## src/rtl/astar_open_list.sv

```systemverilog
// astar_open_list: sorted open list; the lowest f-cost node always sits in slot 0 and drives pop_*.
// Latency 1 cycle push-to-head; push_ready drops only when full without a same-cycle pop.
// Optional decrease-key on matching node: define ASTAR_OPEN_LIST_DEDUP_EN.
module astar_open_list #(
    parameter int DEPTH  = 16,
    parameter int NODE_W = 8,
    parameter int COST_W = 10
) (
    input  logic                       sync,
    input  logic                       reset,
    input  logic                       clear,
    input  logic                       push_valid,
    output logic                       push_ready,
    input  logic [NODE_W-1:0]          push_node,
    input  logic [COST_W-1:0]          push_cost,
    output logic                       pop_valid,
    input  logic                       pop_ready,
    output logic [NODE_W-1:0]          pop_node,
    output logic [COST_W-1:0]          pop_cost,
    output logic [$clog2(DEPTH+1)-1:0] count,
    output logic                       full
);
    localparam int CNT_W = $clog2(DEPTH+1);

    typedef struct packed {
        logic              vld;
        logic [NODE_W-1:0] node;
        logic [COST_W-1:0] cost;
    } slot_t;

    slot_t            slot_q [DEPTH];
    slot_t            slot_d [DEPTH];
    logic [CNT_W-1:0] count_q, count_d;

    // cur/base carry one extra empty slot so shifts never index past the array
    slot_t cur  [DEPTH+1];
    slot_t base [DEPTH+1];
    slot_t rem  [DEPTH];
    slot_t new_ent, prev_ent;
    logic  do_pop, do_ins, do_rm, gt, prev_gt;
`ifdef ASTAR_OPEN_LIST_DEDUP_EN
    logic              hit_cur, hit, seen;
    logic [COST_W-1:0] hit_cost;
`endif

    always_comb begin
        do_pop     = (count_q != '0) && pop_ready;
        push_ready = (count_q != CNT_W'(DEPTH)) || do_pop;
        new_ent    = '{vld: 1'b1, node: push_node, cost: push_cost};
        do_rm      = 1'b0;
        for (int i = 0; i < DEPTH; i++) cur[i] = slot_q[i];
        cur[DEPTH] = '0;
        for (int i = 0; i < DEPTH; i++) base[i] = do_pop ? cur[i+1] : cur[i];
        base[DEPTH] = '0;
`ifdef ASTAR_OPEN_LIST_DEDUP_EN
        hit_cur = 1'b0;
        for (int i = 0; i < DEPTH; i++)
            if (slot_q[i].vld && slot_q[i].node == push_node) hit_cur = 1'b1;
        push_ready = push_ready || hit_cur;
        // match against the post-pop list so a popped duplicate becomes a plain insert
        hit      = 1'b0;
        hit_cost = '0;
        for (int i = 0; i < DEPTH; i++) begin
            if (!hit && base[i].vld && base[i].node == push_node) begin
                hit      = 1'b1;
                hit_cost = base[i].cost;
            end
        end
        do_ins = push_valid && push_ready && (!hit || push_cost < hit_cost);
        do_rm  = do_ins && hit;
        seen   = 1'b0;
        for (int i = 0; i < DEPTH; i++) begin
            if (do_rm && base[i].vld && base[i].node == push_node) seen = 1'b1;
            rem[i] = seen ? base[i+1] : base[i];
        end
`else
        do_ins = push_valid && push_ready;
        for (int i = 0; i < DEPTH; i++) rem[i] = base[i];
`endif
        // gt is monotonic over a sorted list: first true slot takes the new entry
        gt       = 1'b0;
        prev_gt  = 1'b0;
        prev_ent = '0;
        for (int i = 0; i < DEPTH; i++) begin
            gt        = !rem[i].vld || (push_cost < rem[i].cost);
            slot_d[i] = (do_ins && gt) ? (prev_gt ? prev_ent : new_ent) : rem[i];
            prev_gt   = gt;
            prev_ent  = rem[i];
        end
        count_d = count_q + CNT_W'(do_ins) - CNT_W'(do_pop) - CNT_W'(do_rm);
        if (clear) begin
            for (int i = 0; i < DEPTH; i++) slot_d[i] = '0;
            count_d = '0;
        end
    end

    always_ff @(posedge sync or negedge reset) begin
        if (!reset) begin
            for (int i = 0; i < DEPTH; i++) slot_q[i] <= '0;
            count_q <= '0;
        end else begin
            for (int i = 0; i < DEPTH; i++) slot_q[i] <= slot_d[i];
            count_q <= count_d;
        end
    end

    assign pop_valid = (count_q != '0);
    assign pop_node  = slot_q[0].node;
    assign pop_cost  = slot_q[0].cost;
    assign count     = count_q;
    assign full      = (count_q == CNT_W'(DEPTH));
endmodule

```

## config.mk

```make
export PLATFORM = sky130hd
export DESIGN_NAME = astar_open_list
export DESIGN_NICKNAME = d
export VERILOG_FILES = /design/src/rtl/astar_open_list.sv
export SDC_FILE = /design/constraint.sdc
export NUM_CORES = 1
export LEC_CHECK = 0
export ABC_AREA = 1
export CAP_MARGIN = 0
export CORE_UTILIZATION = 45
export CTS_CLUSTER_DIAMETER = 120
export CTS_CLUSTER_SIZE = 20
export DETAILED_ROUTE_END_ITERATION = 8
export DONT_BUFFER_PORTS = 1
export GPL_TIMING_DRIVEN = 0
export SLEW_MARGIN = 20
export SYNTH_ARGS = -nofsm -noshare
export SYNTH_HDL_FRONTEND = slang
export SYNTH_SLANG_ARGS = --single-unit
```

## constraint.sdc

```tcl
create_clock -name sync -period 3.5 [get_ports sync]
set_input_delay 0.35 -clock sync [delete_from_list [all_inputs] [get_ports sync]]
set_output_delay 0.35 -clock sync [all_outputs]
set_load 0.02 [all_outputs]
```

==> results.md, run 1 <==
- Run status: finished with violations
- Violated checks: hold timing
- Area Overhead vs Synth: 13.08%
- Final #Nets: 3,851
- First-pass GRT wire length: 140.5 mm
- WP data required: 3940 ps
- CTS Buf Count: 19
- Maximum clock path buffer count: 3
- Post-CTS Hold Fix Bufs: 15
- Synthesis Warnings: 0
- Yosys top cell area share: 32.57%
- Pleak: 13.90 nW
- Crit end category: flip-flop
- Fmax: 293.2 MHz
- Worst VDD drop: 0.0005188 V
- Post-Place Worst Slack: -1081 ps
- Final Hold Violating Endpoints: 309
- Placed Cells: 4,277
- Overflow after GRT: 0
- Final Max Slew Viols: 0
- Final WL: 93.16 mm
- Setup Viol. Count Final: 0
- Total negative setup slack: 0 ps
- Commonest cells after routing, fill and taps aside: nand2_1 (1,233), nand3_1 (323), a21oi_1 (309), dfrtp_1 (307), nor2_1 (292)
- Launching point of the worst reg2reg path: count[2]$_DFF_PN0_
- Chip width: 231.7 um
- Drt first pass iters: 6
- Post-route insts no fill: 4,360
- RSZ-0062 raised after global routing: yes
- Hold crit path type: input pin to async pin
- Starting density of the core: 45.91%
- GRT Total Usage: 34.22%
- Core area: 51,720 um^2
- # DRC: 0
- Post-route minimum period: 3411 ps
- Area leader, netlist: dfrtp_1
- Initial DRC Count: 2,160
- Hpwl dp: 65.65 mm
- Period utilisation layout: 97.45%
- Commonest non-fill, non-tap cell in the layout: nand2_1
- Crit Path Class: flip-flop to flip-flop
- IO Port Bufs: 0
- PnR worst setup slack: 89.17 ps
- FF+latch count, synth: 309
- Syn_nets: 3,770
- Io pins: 49
- Largest net degree at the start of global routing: 310
- Utilization after layout: 51.92%
- Post-synthesis sequential area ratio: 32.57%
- Synth unique cells: 37
- R2R Path End: cur[248]$_DFF_PN0_
- Worst Path Max Fanout: 10
- WP data arrival: 3850 ps
- CP startpoint kind: flip-flop
- Final ANT Viol Nets: 0
- DIE AREA: 53,690 um^2
- Num rows: 83
- GP Congestion: 0.9593
- Antenna violations before repair: 1
- Vias in the first global route: 23,745
- Die Ht: 231.7 um
- Slew margin rel.: 12.20%
- Number of max-cap violations: 0
- H-tree levels: 1
- Reg clk slew, reported paths: 100 ps
- Syn Inst Count: 3,597
- CTS tree: built
- Wire length per cell: 21.37 um
- Synth area leaders: dfrtp_1 (33%), nand2_1 (20%), ha_1 (7.9%), a21oi_1 (7.3%), nand3_1 (6.8%)
- Worst Skew: 20.72 ps
- Mapped Area: 23,740 um^2
- Fraction of layout cells with a size suffix above 1: 11.88%
- CTS sink count: 309
- Worst slew pin tran: 1317 ps
- DR vias: 24,765
- Via density: 5.680
- Synthesized area per cell: 6.601 um^2
- CTS root buf: clkbuf_16
- Worst reg2reg path depth: 22
- Worst R2R Setup Slack: 90 ps
- WHS: -514.1 ps
- Later-pin clock latency in the skew report: 550 ps
- PD cells: 944.3 nW/um^2
## layout make-up
cell class,count,area [um^2]
diodes,3,7.507
plain buffers,244,1826
clock buffers,19,475.5
clock inverters,1,16.27
fillers,5320,24870
inverters,258,975.9
multi-input cells,2783,14390
flip-flops and latches,309,7735
well taps,680,850.8
repair buffers,63,569.3
## through the flow
step / cell area [um^2] / power, mW / hold WS (ps)
detailed placement: 24610 / 20.68 / 62.70
floorplan: 23740 / 16.70 / 54.41
global route: 26850 / 27.46 / -528.2
CTS: 26080 / 24.09 / -525.9
finish: 26850 / 25.35 / -514.1
global placement: 24590 / 20.38 / 60.72
## cell usage after synthesis
cell type / instances
nand2_2: 6
mux2i_1: 9
nand2_4: 41
nor2_2: 1
buf_2: 83
xor2_1: 1
o21ai_0: 160
o21ai_2: 1
or2_2: 1
a211oi_1: 1
ha_1: 149
xnor2_1: 1
nor2_1: 301
buf_4: 38
nor3_1: 7
inv_4: 1
buf_1: 7
dfrtp_1: 309
nand2_8: 4
nand3_4: 1
o21bai_1: 15
nand2_1: 1238
a21boi_1: 1
clkbuf_1: 81
nand3_1: 324
o21a_1: 3
nand3b_1: 2
inv_2: 6
nor2_4: 1
clkbuf_2: 4
buf_6: 34
a21o_1: 1
inv_1: 251
o21ai_1: 159
a21oi_1: 345
fa_1: 1
nand4_1: 9
## report_power, final
part | switching [mW] | total, mW | internal, mW
clock network | 1.34 | 2.32 | 0.984
logic | 11.1 | 17.2 | 6.14
registers | 0.925 | 5.82 | 4.90
## how the worst max path moves through the flow
stage                         endpoint                from  slack (ps)
finish              cur[248]$_DFF_PN0_  count[2]$_DFF_PN0_          90
global route        cur[108]$_DFF_PN0_  count[2]$_DFF_PN0_         -50
CTS                 cur[168]$_DFF_PN0_  count[2]$_DFF_PN0_         -20
detailed placement   cur[44]$_DFF_PN0_  count[2]$_DFF_PN0_       -1080
global placement     cur[44]$_DFF_PN0_  count[2]$_DFF_PN0_       -1040
floorplan           cur[151]$_DFF_PN0_  count[2]$_DFF_PN0_         230
## cell families after synthesis
logic type | count (synthesis) | share of synthesized area (%)
and+or+nand+nor | 1936 | 34.22
AOI/OAI and AO/OA | 686 | 14.70
buffers and inverters | 505 | 10.13
DFF | 309 | 32.57
adders and majority gates | 150 | 7.936
muxes | 9 | 0.3794
xor gates and xnor gates | 2 | 0.07379
## state kept, by name (all words and copies together) (netlist names)
name / flops
count: 5
pop_cost: 10
cur: 286
pop_node: 8
## timing repair
action,CTS,global route
gates resized for setup,189,131
buffers inserted,16,27
pin swaps,18,29
cloned,1,4
endpoints found under the setup margin,307,304
hold endpoints to repair,324,309
## routing by layer
metal	GRT usage, %	wire, um	up-vias
met3	3.966	7219	207
met4	15.87	4613	0
met5	0	0	-
li1	-	-	11793
met2	53.71	41190	1090
met1	46.98	40140	11675
## worst max-delay path, stage by stage, from the launching register on
cell,delay [ps]
dfrtp_2,500
inv_2,110
ha_4,160
nand3_4,90
nand2_4,110
buf_12,140
buf_12,130
buf_12,170
buf_6,160
nand2_1,120
o21ai_2,120
ha_1,260
nand2_1,70
inv_1,40
nand3_1,80
inv_1,60
a21oi_2,170
nand2_4,120
nand2_8,120
nand2_4,110
buf_6,170
a21oi_1,190
nor2_1,70
Power figures use the tool's default switching activity.
==> run 2, diff against run 1 <==
--- a/config.mk
+++ b/config.mk
@@ -13,7 +13,6 @@
 export DETAILED_ROUTE_END_ITERATION = 8
 export DONT_BUFFER_PORTS = 1
 export GPL_TIMING_DRIVEN = 0
-export SLEW_MARGIN = 20
 export SYNTH_ARGS = -nofsm -noshare
 export SYNTH_HDL_FRONTEND = slang
 export SYNTH_SLANG_ARGS = --single-unit
==> results.md, run 2 (synthesized netlist as in run 1, its figures left out) <==
- GP Congestion: 0.9593 (unchanged)
- Chip width: 231.7 um (unchanged)
- Drt first pass iters: 6 (unchanged)
- Fmax: 292.5 MHz (-0.22%)
- Wire length per cell: 21.62 um (+1.2%)
- Num rows: 83 (unchanged)
- H-tree levels: 1 (unchanged)
- Violated checks: hold timing, capacitance limit, slew limit
- Starting density of the core: 45.91% (unchanged)
- CTS sink count: 309 (unchanged)
- Worst VDD drop: 0.0004004 V (-23%)
- Pleak: 14.04 nW (+1.1%)
- Worst slew pin tran: 1517 ps (+200.0 ps)
- Crit Path Class: flip-flop to flip-flop
- Psw: 13.57 mW (+1.7%)
- Final #Nets: 3,868 (+0.44%)
- Sw Share: 52.47% (-0.14 points)
- WP data arrival: 3860 ps (about the same)
- Final Max Slew Viols: 21 (+21)
- Die Ht: 231.7 um (unchanged)
- Commonest non-fill, non-tap cell in the layout: nand2_1
- Clock power share: 9.1% (about the same)
- Largest register FFs: 286 (unchanged)
- Total power: 25.86 mW (+2.0%)
- Overflow after GRT: 0 (unchanged)
- Utilization after layout: 52.76% (+0.84 points)
- GRT Total Usage: 34.36% (+0.14 points)
- Number of max-cap violations: 2 (+2)
- Reg power frac: 22.5% (-0.5 points)
- Io pins: 49 (unchanged)
- Top delay family on crit path: buffers and inverters
- Slew margin rel.: -1.140% (-13 points)
- CTS root buf: clkbuf_16
- CTS tree: built
- # DRC: 0 (unchanged)
- Post-route minimum period: 3419 ps (+7.684 ps)
- Commonest cells after routing, fill and taps aside: nand2_1 (1,230), nand3_1 (323), dfrtp_1 (307), a21oi_1 (295), nor2_1 (291)
- Via density: 5.691 (+0.19%)
- CTS Buf Count: 19 (unchanged)
- Worst Path Max Fanout: 13 (+3)
- Run status: finished with violations
- Logic gate share of total power: 68.4% (+0.5 points)
- Internal Dissipation: 12.29 mW (+2.3%)
- Crit path cell chain: inv_2, ha_4, nand3_4, nand2_4, buf_12, buf_16, buf_4, buf_4, o21ai_2, ha_1, a21oi_1, nand3b_1, a21oi_1, nor2_2, nand2_4, nand2_8, nand2_4, clkbuf_16, a21oi_2, nor2_1
- Hpwl dp: 65.71 mm (+0.10%)
- DR vias: 24,891 (+0.51%)
- IO Port Bufs: 0 (unchanged)
- Later-pin clock latency in the skew report: 560 ps (about the same)
- CP bufs+invs: 6 (-2)
- DIE AREA: 53,690 um^2 (unchanged)
- RSZ-0062 raised after global routing: yes
- Delay of the slowest cell on the worst path: 490 ps (about the same)
- Period utilisation layout: 97.67% (+0.22 points)
- PD cells: 947.9 nW/um^2 (+0.38%)
- First-pass GRT wire length: 140.9 mm (+0.29%)
- WHS: -528.9 ps (-14.81 ps)
- Final ANT Viol Nets: 0 (unchanged)
- Most frequent cell on the critical path: nand2_4
- Maximum clock path buffer count: 3 (unchanged)
- Fraction of layout cells with a size suffix above 1: 12.32% (+0.43 points)
- Vias in the first global route: 23,688 (-0.24%)
- Worst Skew: 29.92 ps (+9.202 ps)
- Crit end category: flip-flop
- Final WL: 94.57 mm (+1.5%)
- Final Hold Violating Endpoints: 309 (unchanged)
- Worst path slowest cell: dfrtp_2
- Launching point of the worst reg2reg path: count[2]$_DFF_PN0_
- ANT cells: 0 (-3)
- Post-CTS Hold Fix Bufs: 17 (+2)
- Area Overhead vs Synth: 14.91%
- Reg clk slew, reported paths: 100 ps (about the same)
- WP data required: 3940 ps (about the same)
- Crit path from: count[2]$_DFF_PN0_
- Antenna violations before repair: 1 (unchanged)
- Core area: 51,720 um^2 (unchanged)
- Setup Viol. Count Final: 0 (unchanged)
- Initial DRC Count: 2,372 (+9.8%)
- Largest net degree at the start of global routing: 310 (unchanged)
- Hold crit path type: input pin to async pin
- CP startpoint kind: flip-flop
[run 2: cell count changes in the layout (fill, tap and decap cells not counted), moves of 7 or more]
| cell | previous run | this run |
|---|---|---|
| clkbuf_2 | 17 | 2 |
| buf_4 | 86 | 94 |
| a21oi_1 | 309 | 295 |
| clkbuf_16 | 21 | 28 |
| clkbuf_1 | 60 | 75 |
| a21oi_2 | 34 | 44 |
| buf_6 | 53 | 43 |
[run 2: timing repair]
item / CTS / global route
endpoints found under the setup margin: 307 / 304
gates cloned: 1 / 11
setup buffers: 15 / 36
pin swaps: 15 / 56
hold endpoints to repair: 326 / 309
resized for setup: 188 / 186
[run 2: cell type report]
type                       instances  area (um^2)
clock inverter                     1        16.27
inverter                         258        975.9
tap                              680        850.8
sequential                       309         7735
clock buffer                      19        475.5
buffer                           244         1889
timing repair buffer              79        823.3
multi-input combinational       2784        14520
fill                            5233        24430
[run 2: metrics by stage]
stage | std cells | cell area (um^2) | setup slack [ps] | hold WS, ps | TNS, ps
finish | 4374 | 27280 | 81.48 | -528.9 | 0
global route | 4374 | 27280 | -50.23 | -541.2 | -799.3
CTS | 4328 | 26080 | -19.53 | -537.0 | -61.50
detailed placement | 4277 | 24590 | -1038 | 62.72 | -215280
global placement | 4277 | 24590 | -1035 | 60.72 | -206870
floorplan | 3597 | 23740 | 225.8 | 54.41 | 0
[run 2: path summary, 6_finish.rpt]
check,cells after the start,slack (ps),endpoint
worst min-delay path,0,-530,count[2]$_DFF_PN0_
worst max-delay path,20,80,cur[185]$_DFF_PN0_
max in group asynchronous,0,3330,cur[174]$_DFF_PN0_
worst min register to register,2,530,cur[31]$_DFFE_PN0P_
worst max register to register,20,80,cur[185]$_DFF_PN0_
min in group sync,3,50,cur[19]$_DFF_PN0_
[run 2: layer usage]
metal / wire, um / GRT usage [%]
met5: 13 / 0
met4: 5013 / 15.58
met3: 7802 / 4.089
met2: 41690 / 53.95
met1: 40050 / 47.23
[run 2: power by group through the flow]
stage | logic, mW | registers (mW) | clock network, mW
after detailed placement | 14.9 | 5.75 | 0
final | 17.7 | 5.81 | 2.35
after floorplan | 11.3 | 5.38 | 0
after global placement | 14.7 | 5.72 | 0
after global routing | 19.6 | 5.91 | 2.46
after CTS | 16.0 | 5.75 | 2.37
[run 2: worst reg2reg max path, stage by stage, from the launching register on]
cell,delay (ps)
dfrtp_2,490
inv_2,110
ha_4,160
nand3_4,80
nand2_4,110
buf_12,150
buf_16,180
buf_4,180
buf_4,230
o21ai_2,100
ha_1,300
a21oi_1,140
nand3b_1,110
a21oi_1,70
nor2_2,150
nand2_4,100
nand2_8,120
nand2_4,110
clkbuf_16,200
a21oi_2,150
nor2_1,60
